[config.mk]
export PLATFORM = sky130hd
export DESIGN_NAME = sram_fetch_scheduler
export DESIGN_NICKNAME = d
export VERILOG_FILES = /design/src/rtl/sram_fetch_scheduler.sv
export SDC_FILE = /design/constraint.sdc
export NUM_CORES = 1
export LEC_CHECK = 0
export CAP_MARGIN = 10
export CORE_UTILIZATION = 36
export CTS_CLUSTER_DIAMETER = 30
export DETAILED_ROUTE_END_ITERATION = 10
export PLACE_DENSITY = 0.77
export SETUP_SLACK_MARGIN = 0.1
export SYNTH_ARGS = -nofsm -noshare
export SYNTH_HDL_FRONTEND = slang
export SYNTH_SLANG_ARGS = --single-unit
[constraint.sdc]
create_clock -name i_clk -period 1.28 [get_ports i_clk]
set_clock_uncertainty 0.15 [all_clocks]
set_input_delay 0.384 -clock i_clk [delete_from_list [all_inputs] [get_ports i_clk]]
set_output_delay 0.384 -clock i_clk [all_outputs]
set_load 0.02 [all_outputs]
[src/rtl/sram_fetch_scheduler.sv]
// Owner of the external 16-bit SRAM port. Display reads have fixed latency and
// absolute priority; loader reads/writes are granted only during blanking, with
// a turnaround cycle between a write and any following loader read or idle bus.
// The loader must present its next request (or drop it) while o_ld_gnt is high,
// since the request lines are sampled every cycle; this is what lets writes
// stream back to back.
module sram_fetch_scheduler #(
  parameter int          ADDR_W    = 20,
  parameter int          IDX_W     = 21,
  parameter int          READ_LAT  = 1,
  parameter int unsigned MAP_BASE  = 0,
  parameter int unsigned CAR1_BASE = 'h5_0000,
  parameter int unsigned CAR2_BASE = 'h5_1000,
  parameter int unsigned BAR_BASE  = 'h5_2000
) (
  input  logic              i_clk,
  input  logic              i_rst_n,
  input  logic              i_frame_blank,
  input  logic              i_disp_req,
  input  logic [1:0]        i_object_id,
  input  logic [IDX_W-1:0]  i_pixel_index,
  output logic [15:0]       o_disp_data,
  output logic              o_disp_valid,
  input  logic              i_ld_req,
  input  logic              i_ld_we,
  input  logic [ADDR_W-1:0] i_ld_addr,
  input  logic [15:0]       i_ld_wdata,
  output logic              o_ld_gnt,
  output logic [15:0]       o_ld_rdata,
  output logic              o_ld_rvalid,
  output logic [ADDR_W-1:0] o_sram_addr,
  output logic              o_sram_we_n,
  output logic              o_sram_oe_n,
  output logic [15:0]       o_sram_wdata,
  output logic              o_sram_wdata_oe,
  input  logic [15:0]       i_sram_rdata,
  output logic              o_overrun
);

  typedef enum logic [2:0] {ST_IDLE, ST_DISP, ST_LDRD, ST_LDWR, ST_TURN} state_e;
  typedef enum logic [1:0] {TAG_NONE, TAG_DISP, TAG_LD} tag_e;

  state_e            state_q, state_d;
  logic [ADDR_W-1:0] base_sel, disp_addr;
  logic              ld_go;

  logic [ADDR_W-1:0] addr_q, addr_d;
  logic              we_n_q, we_n_d, oe_n_q, oe_n_d;
  logic [15:0]       wdata_q, wdata_d;
  logic              wdata_oe_q, wdata_oe_d;
  logic              gnt_q, gnt_d;
  logic              overrun_q;
  tag_e              tag0_d;
  tag_e              tag_q [READ_LAT:0];
  logic [15:0]       disp_data_q, ld_rdata_q;

  // Per-object image base address.
  always_comb begin
    base_sel = ADDR_W'(MAP_BASE);
    case (i_object_id)
      2'd1:    base_sel = ADDR_W'(CAR1_BASE);
      2'd2:    base_sel = ADDR_W'(CAR2_BASE);
      2'd3:    base_sel = ADDR_W'(BAR_BASE);
      default: base_sel = ADDR_W'(MAP_BASE);
    endcase
  end

  // Wrap-around past the top of the SRAM is silent.
  assign disp_addr = base_sel + ADDR_W'(i_pixel_index);
  assign ld_go     = i_ld_req & i_frame_blank;

  // Next bus operation: display first, then write turnaround, then loader.
  always_comb begin
    state_d = ST_IDLE;
    if (i_disp_req)
      state_d = ST_DISP;
    else if (state_q == ST_LDWR && (!ld_go || !i_ld_we))
      state_d = ST_TURN;
    else if (ld_go)
      state_d = i_ld_we ? ST_LDWR : ST_LDRD;
  end

  // Bus drive values and read tag for the operation chosen above.
  always_comb begin
    addr_d     = '0;
    we_n_d     = 1'b1;
    oe_n_d     = 1'b1;
    wdata_d    = '0;
    wdata_oe_d = 1'b0;
    tag0_d     = TAG_NONE;
    case (state_d)
      ST_DISP: begin
        addr_d = disp_addr;
        oe_n_d = 1'b0;
        tag0_d = TAG_DISP;
      end
      ST_LDRD: begin
        addr_d = i_ld_addr;
        oe_n_d = 1'b0;
        tag0_d = TAG_LD;
      end
      ST_LDWR: begin
        addr_d     = i_ld_addr;
        we_n_d     = 1'b0;
        wdata_d    = i_ld_wdata;
        wdata_oe_d = 1'b1;
      end
      default: ;
    endcase
  end

  assign gnt_d = (state_d == ST_LDRD) || (state_d == ST_LDWR);

  // State, registered bus outputs, read-tag shift register and sticky overrun.
  always_ff @(posedge i_clk or negedge i_rst_n) begin
    if (!i_rst_n) begin
      state_q    <= ST_IDLE;
      addr_q     <= '0;
      we_n_q     <= 1'b1;
      oe_n_q     <= 1'b1;
      wdata_q    <= '0;
      wdata_oe_q <= 1'b0;
      gnt_q      <= 1'b0;
      overrun_q  <= 1'b0;
      for (int i = 0; i <= READ_LAT; i++) tag_q[i] <= TAG_NONE;
    end else begin
      state_q    <= state_d;
      addr_q     <= addr_d;
      we_n_q     <= we_n_d;
      oe_n_q     <= oe_n_d;
      wdata_q    <= wdata_d;
      wdata_oe_q <= wdata_oe_d;
      gnt_q      <= gnt_d;
      overrun_q  <= overrun_q | (state_q == ST_LDWR && i_disp_req);
      tag_q[0]   <= tag0_d;
      for (int i = 1; i <= READ_LAT; i++) tag_q[i] <= tag_q[i-1];
    end
  end

  // Capture read data for whichever consumer issued the read READ_LAT cycles ago.
  always_ff @(posedge i_clk or negedge i_rst_n) begin
    if (!i_rst_n) begin
      disp_data_q <= '0;
      ld_rdata_q  <= '0;
    end else begin
      if (tag_q[READ_LAT-1] == TAG_DISP) disp_data_q <= i_sram_rdata;
      if (tag_q[READ_LAT-1] == TAG_LD)   ld_rdata_q  <= i_sram_rdata;
    end
  end

  assign o_sram_addr     = addr_q;
  assign o_sram_we_n     = we_n_q;
  assign o_sram_oe_n     = oe_n_q;
  assign o_sram_wdata    = wdata_q;
  assign o_sram_wdata_oe = wdata_oe_q;
  assign o_ld_gnt        = gnt_q;
  assign o_overrun       = overrun_q;
  assign o_disp_data     = disp_data_q;
  assign o_disp_valid    = (tag_q[READ_LAT] == TAG_DISP);
  assign o_ld_rdata      = ld_rdata_q;
  assign o_ld_rvalid     = (tag_q[READ_LAT] == TAG_LD);

endmodule

==> qor.txt, run 1 <==
Status = complete, but fails checks
Failing checks = negative setup slack
CP Capture Type = flip-flop
Remaining DRCs = 0
Cells after synthesis = 202
Critical path's top delay family = compound AO/OA/AOI/OAI gates
Most frequent cell after synthesis = dfrtp_1
Final GP Congestion = 0.8073
Core Rows = 33
Routed WL = 8795 um
Post-synth EDFFs = 0
Gr usage total = 0.1980
Grt total ovfl = 0
Kind of critical path = primary input to flip-flop
Synthesis-stage register bit count = 80
Area leader, netlist = dfrtp_1
Final setup viols = 128
Final Hold Vio Count = 0
CP Max Fanout = 3
Hold depth = 2
Pin count of the biggest net entering global routing = 45
CTS tree = done
P_leak = 0.002806 uW
Starting Density = 0.3705
# diodes = 0
Vias = 2474
First drt pass iteration count = 4
I/O pin count = 156
Worst-Skew Late Latency = 0.33 ns
Number of global-route vias before repair = 2551
Synthesis-to-layout area growth = 87.55%
CP Launch Type = primary input
Via density per instance = 4.767
R2R cell count = 3
Biggest cell delay along the critical path = 0.26 ns
Post-synthesis sequential area ratio = 0.6584
IO Port Bufs = 154
Final WS setup = -0.3483 ns
Initial antenna violation count = 0
Post-DP Area = 4923 sq um
H-tree depth = 3
Post-synth ARST share = 1.000
Fin area = 5709 sq um
Max Root-Sink Buffers = 2
R2r setup slk = -0.15 ns
Num CTS Buffers = 9
RSZ-0062 raised after global routing = true
Max Cap Violations = 0
Die Y = 93.96 um
Headroom to the max-slew limit = 0.7776
Max Slew Vio Count = 0
Clock slew at reported path FFs = 0.08 ns
End of the worst register-to-register path = o_sram_addr[18]$_DFF_PN0_
Post-synth cell types = 34
Post-Synthesis Cell Area = 3044 sq um
WHS Endpoint = state_q[0]$_DFF_PN0_
Worst path slowest cell = or2_4
HP Start = i_frame_blank
Pre-CTS setup slack = -1.145 ns
Worst endpoint required time = 1.36 ns
Crit Reg-Reg Startpoint = state_q[2]$_DFF_PN0_
Routed Antenna Nets = 0
Syn nets = 288
Worst VDD drop = 530.3 uV
Clock sinks = 80
Die area = 8828 sq um
Slew of the pin with the lowest slew margin = 0.3306 ns
Dpl hpwl = 5577 um
Top-area cell type share of the netlist area = 0.6412
Core Footprint = 8217 sq um
WP buf/inv = 1
HP Class = primary input to flip-flop
Synth Warn # = 0
Crit-path cells = buf_8, or2_4, ha_4, a211o_1, a41o_1, xor2_1, a22o_1
Power per Cell Area = 1187 nW/um^2
Crit path time final = 1.628 ns
First-pass GRT wire length = 12940 um
Drt first-iter violations = 33
Top post-synthesis cells by count = dfrtp_1, mux2_2, and3_1, a22o_1, a22o_2
Synth top area cells = dfrtp_1, mux2_2, a22o_1
Arr. time, crit path = 1.70 ns
Nets = 496
Peak Freq = 0.6141 GHz
Fin crit share = 1.272
Synth Area per Inst = 15.07 sq um
Die Wd = 93.96 um
Fin util = 0.6948
DR WL/cell = 16.95 um
Synth Flop Type = dfrtp_1
CTS root buffer = clkbuf_8
Share of cells above drive strength 1 = 0.5145
==> layout make-up <==
class	instances	area, sq um
clock buffers	9	123.9
clock inverters	6	61.31
fillers	566	2507
inverters	1	3.754
multi-input cells	112	1245
flip-flops and latches	80	2006
well taps	105	131.4
repair buffers	206	2138
==> metal layers <==
layer	part of all wire	track usage
met3	0.11	0.08900
met4	0.0091	0.06538
met5	0	0
met2	0.52	0.3358
met1	0.36	0.2203
==> worst max-delay path by stage <==
stage / startpoint / end / slack, ns / depth (start not counted)
after floorplan: i_object_id[1] / o_sram_addr[18]$_DFF_PN0_ / -0.59 / 7
after global placement: i_object_id[0] / o_sram_addr[19]$_DFF_PN0_ / -1.12 / 7
after detailed placement: i_object_id[0] / o_sram_addr[19]$_DFF_PN0_ / -1.14 / 7
after CTS: i_object_id[0] / o_sram_addr[19]$_DFF_PN0_ / -0.36 / 7
after global routing: i_object_id[0] / o_sram_addr[19]$_DFF_PN0_ / -0.34 / 7
final: i_object_id[0] / o_sram_addr[19]$_DFF_PN0_ / -0.35 / 7
==> kinds of logic after synthesis <==
group,after synthesis,synth area share
mux,32,0.1184
buf+inv,14,0.02425
compound gates,30,0.09043
fa+ha+maj,5,0.02302
flops,80,0.6584
simple gates,35,0.06823
xor+xnor,6,0.01726
==> cell usage in the layout, fill, tap and decap left out, types with 2 or more instances in the layout <==
master / instances
buf_6: 82
dfstp_2: 2
mux2_4: 32
xnor2_1: 4
nand2b_4: 3
clkinv_2: 3
clkbuf_2: 2
dfrtp_1: 77
buf_16: 2
clkdlybuf4s15_2: 2
ha_4: 3
or2_4: 2
a22o_1: 14
and2_4: 2
a21o_1: 2
nor2b_4: 3
clkdlybuf4s50_1: 69
buf_12: 4
o21a_4: 4
buf_8: 2
nand2_1: 3
a22o_2: 6
a41o_1: 2
xor2_1: 2
and3_1: 16
clkbuf_8: 9
buf_4: 39
nor2_1: 3
==> stage by stage <==
| stage | power, uW | setup TNS [ns] | instances | hold WS, ns |
|---|---|---|---|---|
| 4_1_cts | 6684 | -13.53 | 500 | 0.2562 |
| 5_1_grt | 7114 | -17.13 | 519 | 0.1776 |
| 3_5_place_dp | 4599 | -40.01 | 470 | 0.07022 |
| 3_3_place_gp | 4558 | -38.68 | 470 | 0.06856 |
| 6_report | 6779 | -11.87 | 519 | 0.2021 |
| 2_1_floorplan | 3645 | -4.896 | 202 | -0.06159 |
==> state kept, by name, summed over array words and instances, names as in the netlist <==
name	count
o_sram_addr	20
o_disp_data	16
o_ld_rdata	16
o_sram_wdata	16
tag_q	4
state_q	3
o_ld_gnt	1
o_overrun	1
o_sram_oe_n	1
o_sram_wdata_oe	1
o_sram_we_n	1
==> timing repair <==
| item | 4_1_cts | 5_1_grt |
|---|---|---|
| pin swaps | 15 | 8 |
| gates cloned | 6 | 0 |
| hold buffers | 1 | 0 |
| resized for setup | 526 | 8 |
| setup endpoints to repair | 152 | 137 |
| setup buffers | 8 | 20 |
| hold endpoints to repair | 78 | 0 |
==> where the power goes <==
group / switching [uW] / leakage [uW] / total, uW / internal (uW)
clock network: 867 / 0.0000948 / 1750 / 883
registers: 183 / 0.000994 / 2970 / 2790
logic: 797 / 0.00172 / 2060 / 1260
total: 1850 / 0.00281 / 6780 / 4930
(Power assumes the default switching activity.)
==> run 2: changes to the inputs <==
- CTS_CLUSTER_SIZE: not set -> 20
==> results of run 2 <==
The final DEF is identical to that of run 1; final timing and power are the same.
==> RTL change 1, RTL diff (flow settings as in run 2) <==
Set the parameter `READ_LAT` to 2 (it was 1).
--- a/src/rtl/sram_fetch_scheduler.sv
+++ b/src/rtl/sram_fetch_scheduler.sv
@@ -9,3 +9,3 @@
   parameter int          IDX_W     = 21,
-  parameter int          READ_LAT  = 1,
+  parameter int          READ_LAT  = 2,
   parameter int unsigned MAP_BASE  = 0,
Behaviour: not the same (Yosys sat finds a counterexample within 4 cycles, from zero or initial values and one cycle with i_rst_n low).
==> RTL change 1 against run 2 <==
- the flow still finishes with violations (negative setup slack)
- critical path type unchanged
- routed wire length rose by 4.5%
- worst setup slack improved by 36 ps
- area after synthesis rose by 1.6%
- total power rose by 12%
- cell area rose by 3.0%
- first-iteration DRC count rose by 110%
- critical endpoint is now o_sram_addr[18]
- sequential cell count rose by 2
- sequential share of layout area fell by 0.16 points
==> RTL change 1: results <==
outcome:
  status: "finished, violations left"
  violations: "negative setup slack"
synthesis:
  synth_nets: 290
  seq_area_frac_synth_pct: 66.4
  synth_area_leaders: "dfrtp_1, mux2_2, a22o_1, and3_1, a22o_2"
critical_path:
  crit_arrival_ps: 1670
  worstSetupStartpoint: "i_object_id[1]"
  slowest_delay_ps: 380
placement:
  hpwl_um: 5680
  gp_congestion: 0.777
power_and_ir_drop:
  p_leak_uw: 0.00288
  ir_drop_mv: 0.574
timing:
  finalSetupViolCount: 128
  slew_headroom_pct: 82.0
  setup_ws_ps: -312
clock_network:
  post_cts_buffers: 11
global_routing:
  grt_pass1_wl_um: 13800
  grt.met2_usage_pct: 36.3
  grtUsageMet3_pct: 7.65
  grtUsageMet1_pct: 22.2
  grt_max_degree: 35
layout:
  nets: 502
  nNonClkBuffers: 210
  nFillCells: 542
  multi_input_area_um2: 1260
route:
  wl_per_cell_um: 17.5
  route.met3.wl_um: 867
  route.met2.wl_um: 4710
  vias: 2522
  vias_per_cell: 4.79
RTL change 1: kinds of logic after synthesis:
| kind of cell | Yosys count | share of synthesized area (%) |
|---|---|---|
| AOI/OAI and AO/OA | 30 | 8.90 |
| xor gates and xnor gates | 6 | 1.70 |
| adders and majority gates | 5 | 2.26 |
| buffers and inverters | 14 | 2.39 |
| DFF | 82 | 66.4 |
| muxes | 32 | 11.6 |
| and+or+nand+nor | 35 | 6.71 |
RTL change 1: metrics by stage:
step,setup slack [ps],cell area (µm²),hold slack (ps),TNS [ps]
global route,-344,5880,173,-17560
detailed placement,-1160,4960,126,-40270
finish,-312,5880,185,-13190
CTS,-300,5680,209,-14090
floorplan,-589,3210,-61.6,-4900
global placement,-1130,4960,124,-38520
RTL change 1: power by group:
| group | switching (µW) | internal, µW |
|---|---|---|
| logic | 813 | 1290 |
| registers | 182 | 2850 |
| clock network | 933 | 1500 |
| total | 1930 | 5640 |
==> RTL change 2, RTL diff (settings of run 2) <==
Without the edit above. Make the reset (`i_rst_n`) synchronous in 2 clocked blocks.
--- a/src/rtl/sram_fetch_scheduler.sv
+++ b/src/rtl/sram_fetch_scheduler.sv
@@ -114,3 +114,3 @@
   // State, registered bus outputs, read-tag shift register and sticky overrun.
-  always_ff @(posedge i_clk or negedge i_rst_n) begin
+  always_ff @(posedge i_clk) begin
     if (!i_rst_n) begin
@@ -140,3 +140,3 @@
   // Capture read data for whichever consumer issued the read READ_LAT cycles ago.
-  always_ff @(posedge i_clk or negedge i_rst_n) begin
+  always_ff @(posedge i_clk) begin
     if (!i_rst_n) begin
Function: differs if i_rst_n is asserted again (counterexample within 4 cycles, from zero or initial values and one cycle with i_rst_n low); with i_rst_n held inactive, the same outputs for 10 cycles.
==> RTL change 2 against run 2 <==
- the flow still finishes with violations (negative setup slack)
- cell area fell by 7.5%
- routed wire length fell by 8.2%
- sequential cell count is the same
- non-clock buffer count decreased by 18
- worst setup slack improved by 84 ps
- maximum frequency increased by 5.4%
- area after synthesis is 4.9% lower
- via count increased by 9.1%
- critical endpoint is now o_sram_addr[18]
Power is not compared: it rests on default switching activity, and its combinational part moved more than twofold at a synthesized area within 25%.
==> RTL change 2: results <==
layout:
  drive_above_1_share_pct: 49.5
  largest_reg_flops: 20
  nFillCells: 606
  nets: 548
timing:
  finalSetupViolCount: 95
  fin_setup_tns_ps: -5520
  worst_hold_slack_ps: 247
  tightest_slew_ps: 258
  setup_ws_ps: -265
global_routing:
  track_usage_pct: 19.2
  grtUsageMet1_pct: 20.5
  grt.met2_usage_pct: 34.9
  grt_max_degree: 33
  grt_pass1_wl_um: 12600
  antenna_found_initial: 0
  grtUsageMet3_pct: 5.39
synthesis:
  async_flop_share_pct: 0
  ys.flop_type: "dfxtp_1"
  ys_types: 39
  syn_avg_cell_area_um2: 10.2
  synth_nets: 369
  synth_common_cells: "dfxtp_1, nand2_1, a21boi_1"
  yosysMostFrequentCell: "dfxtp_1"
  synth_area_leaders: "dfxtp_1, nand2_1, a21boi_1, a22o_1, and3_1"
  seq_area_frac_synth_pct: 55.3
critical_path:
  worstSetupStartpoint: "i_object_id[1]"
  end_kind: "flip-flop"
  slowest_delay_ps: 350
  r2r_start: "state_q[2]"
  ff2ff_setup_slack_ps: -90
  crit_arrival_ps: 1630
  reg2regPathDepth: 4
  timing.rr.end: "o_sram_addr[18]"
  cp_slowest_cell: "fa_2"
  crit_family: "compound AO/OA/AOI/OAI gates"
outcome:
  status: "finished, violations left"
  violations: "negative setup slack"
clock_network:
  htreeDepth: 3
  cts_made_buffers: 9
route:
  vias: 2699
  route.met3.wl_um: 547
  wl_met1_um: 3210
  route.met2.wl_um: 4170
  drt_iter0_markers: 52
  wl_per_cell_um: 14.2
  wirelength_um: 8070
  highest_layer: "met4"
placement:
  place_ws_ps: -1170
  hpwl_um: 5650
  gp_congestion: 0.770
  dpl.cell_count: 539
  placed_area_um2: 4670
hold_path:
  hold_end: "o_sram_addr[12]"
  hp-start: "i_pixel_index[12]"
  min_delay_path_depth: 3
power_and_ir_drop:
  ir_drop_mv: 0.589
  p_leak_uw: 0.00229
job:
  cap_violations: 0
[RTL change 2: cell types whose count changed after synthesis, sizes merged, moves of 3 or more]
cell / delta
mux2: -32
a21boi: +32
and2: +3
buf: +10
nand2: +63
dfxtp: +80
clkbuf: -3
nor2b: +5
dfrtp: -78
[RTL change 2: cell type report]
type                            count  area, µm²  area share (%)
Clock buffer                       10        128            2.42
Clock inverter                      6        108            2.04
Inverter                            2       7.51           0.142
Multi-Input combinational cell    181       1300            24.6
Sequential cell                    80       1700            32.1
Tap cell                          102        128            2.42
Timing Repair Buffer              188       1910            36.3
[RTL change 2: repair_timing]
| item | CTS | global route |
|---|---|---|
| buffers inserted | 3 | 8 |
| gates resized for setup | 559 | 12 |
| setup endpoints to repair | 153 | 116 |
| pin swaps | 12 | 9 |
| cloned | 1 | 2 |
[RTL change 2: cells by family after synthesis]
family          Yosys count  synth area share (%)
fa+ha+maj                 5                  2.42
flops                    80                  55.3
compound gates           60                  17.4
xor+xnor                  5                  1.51
buf+inv                  23                  4.67
simple gates            110                  18.7
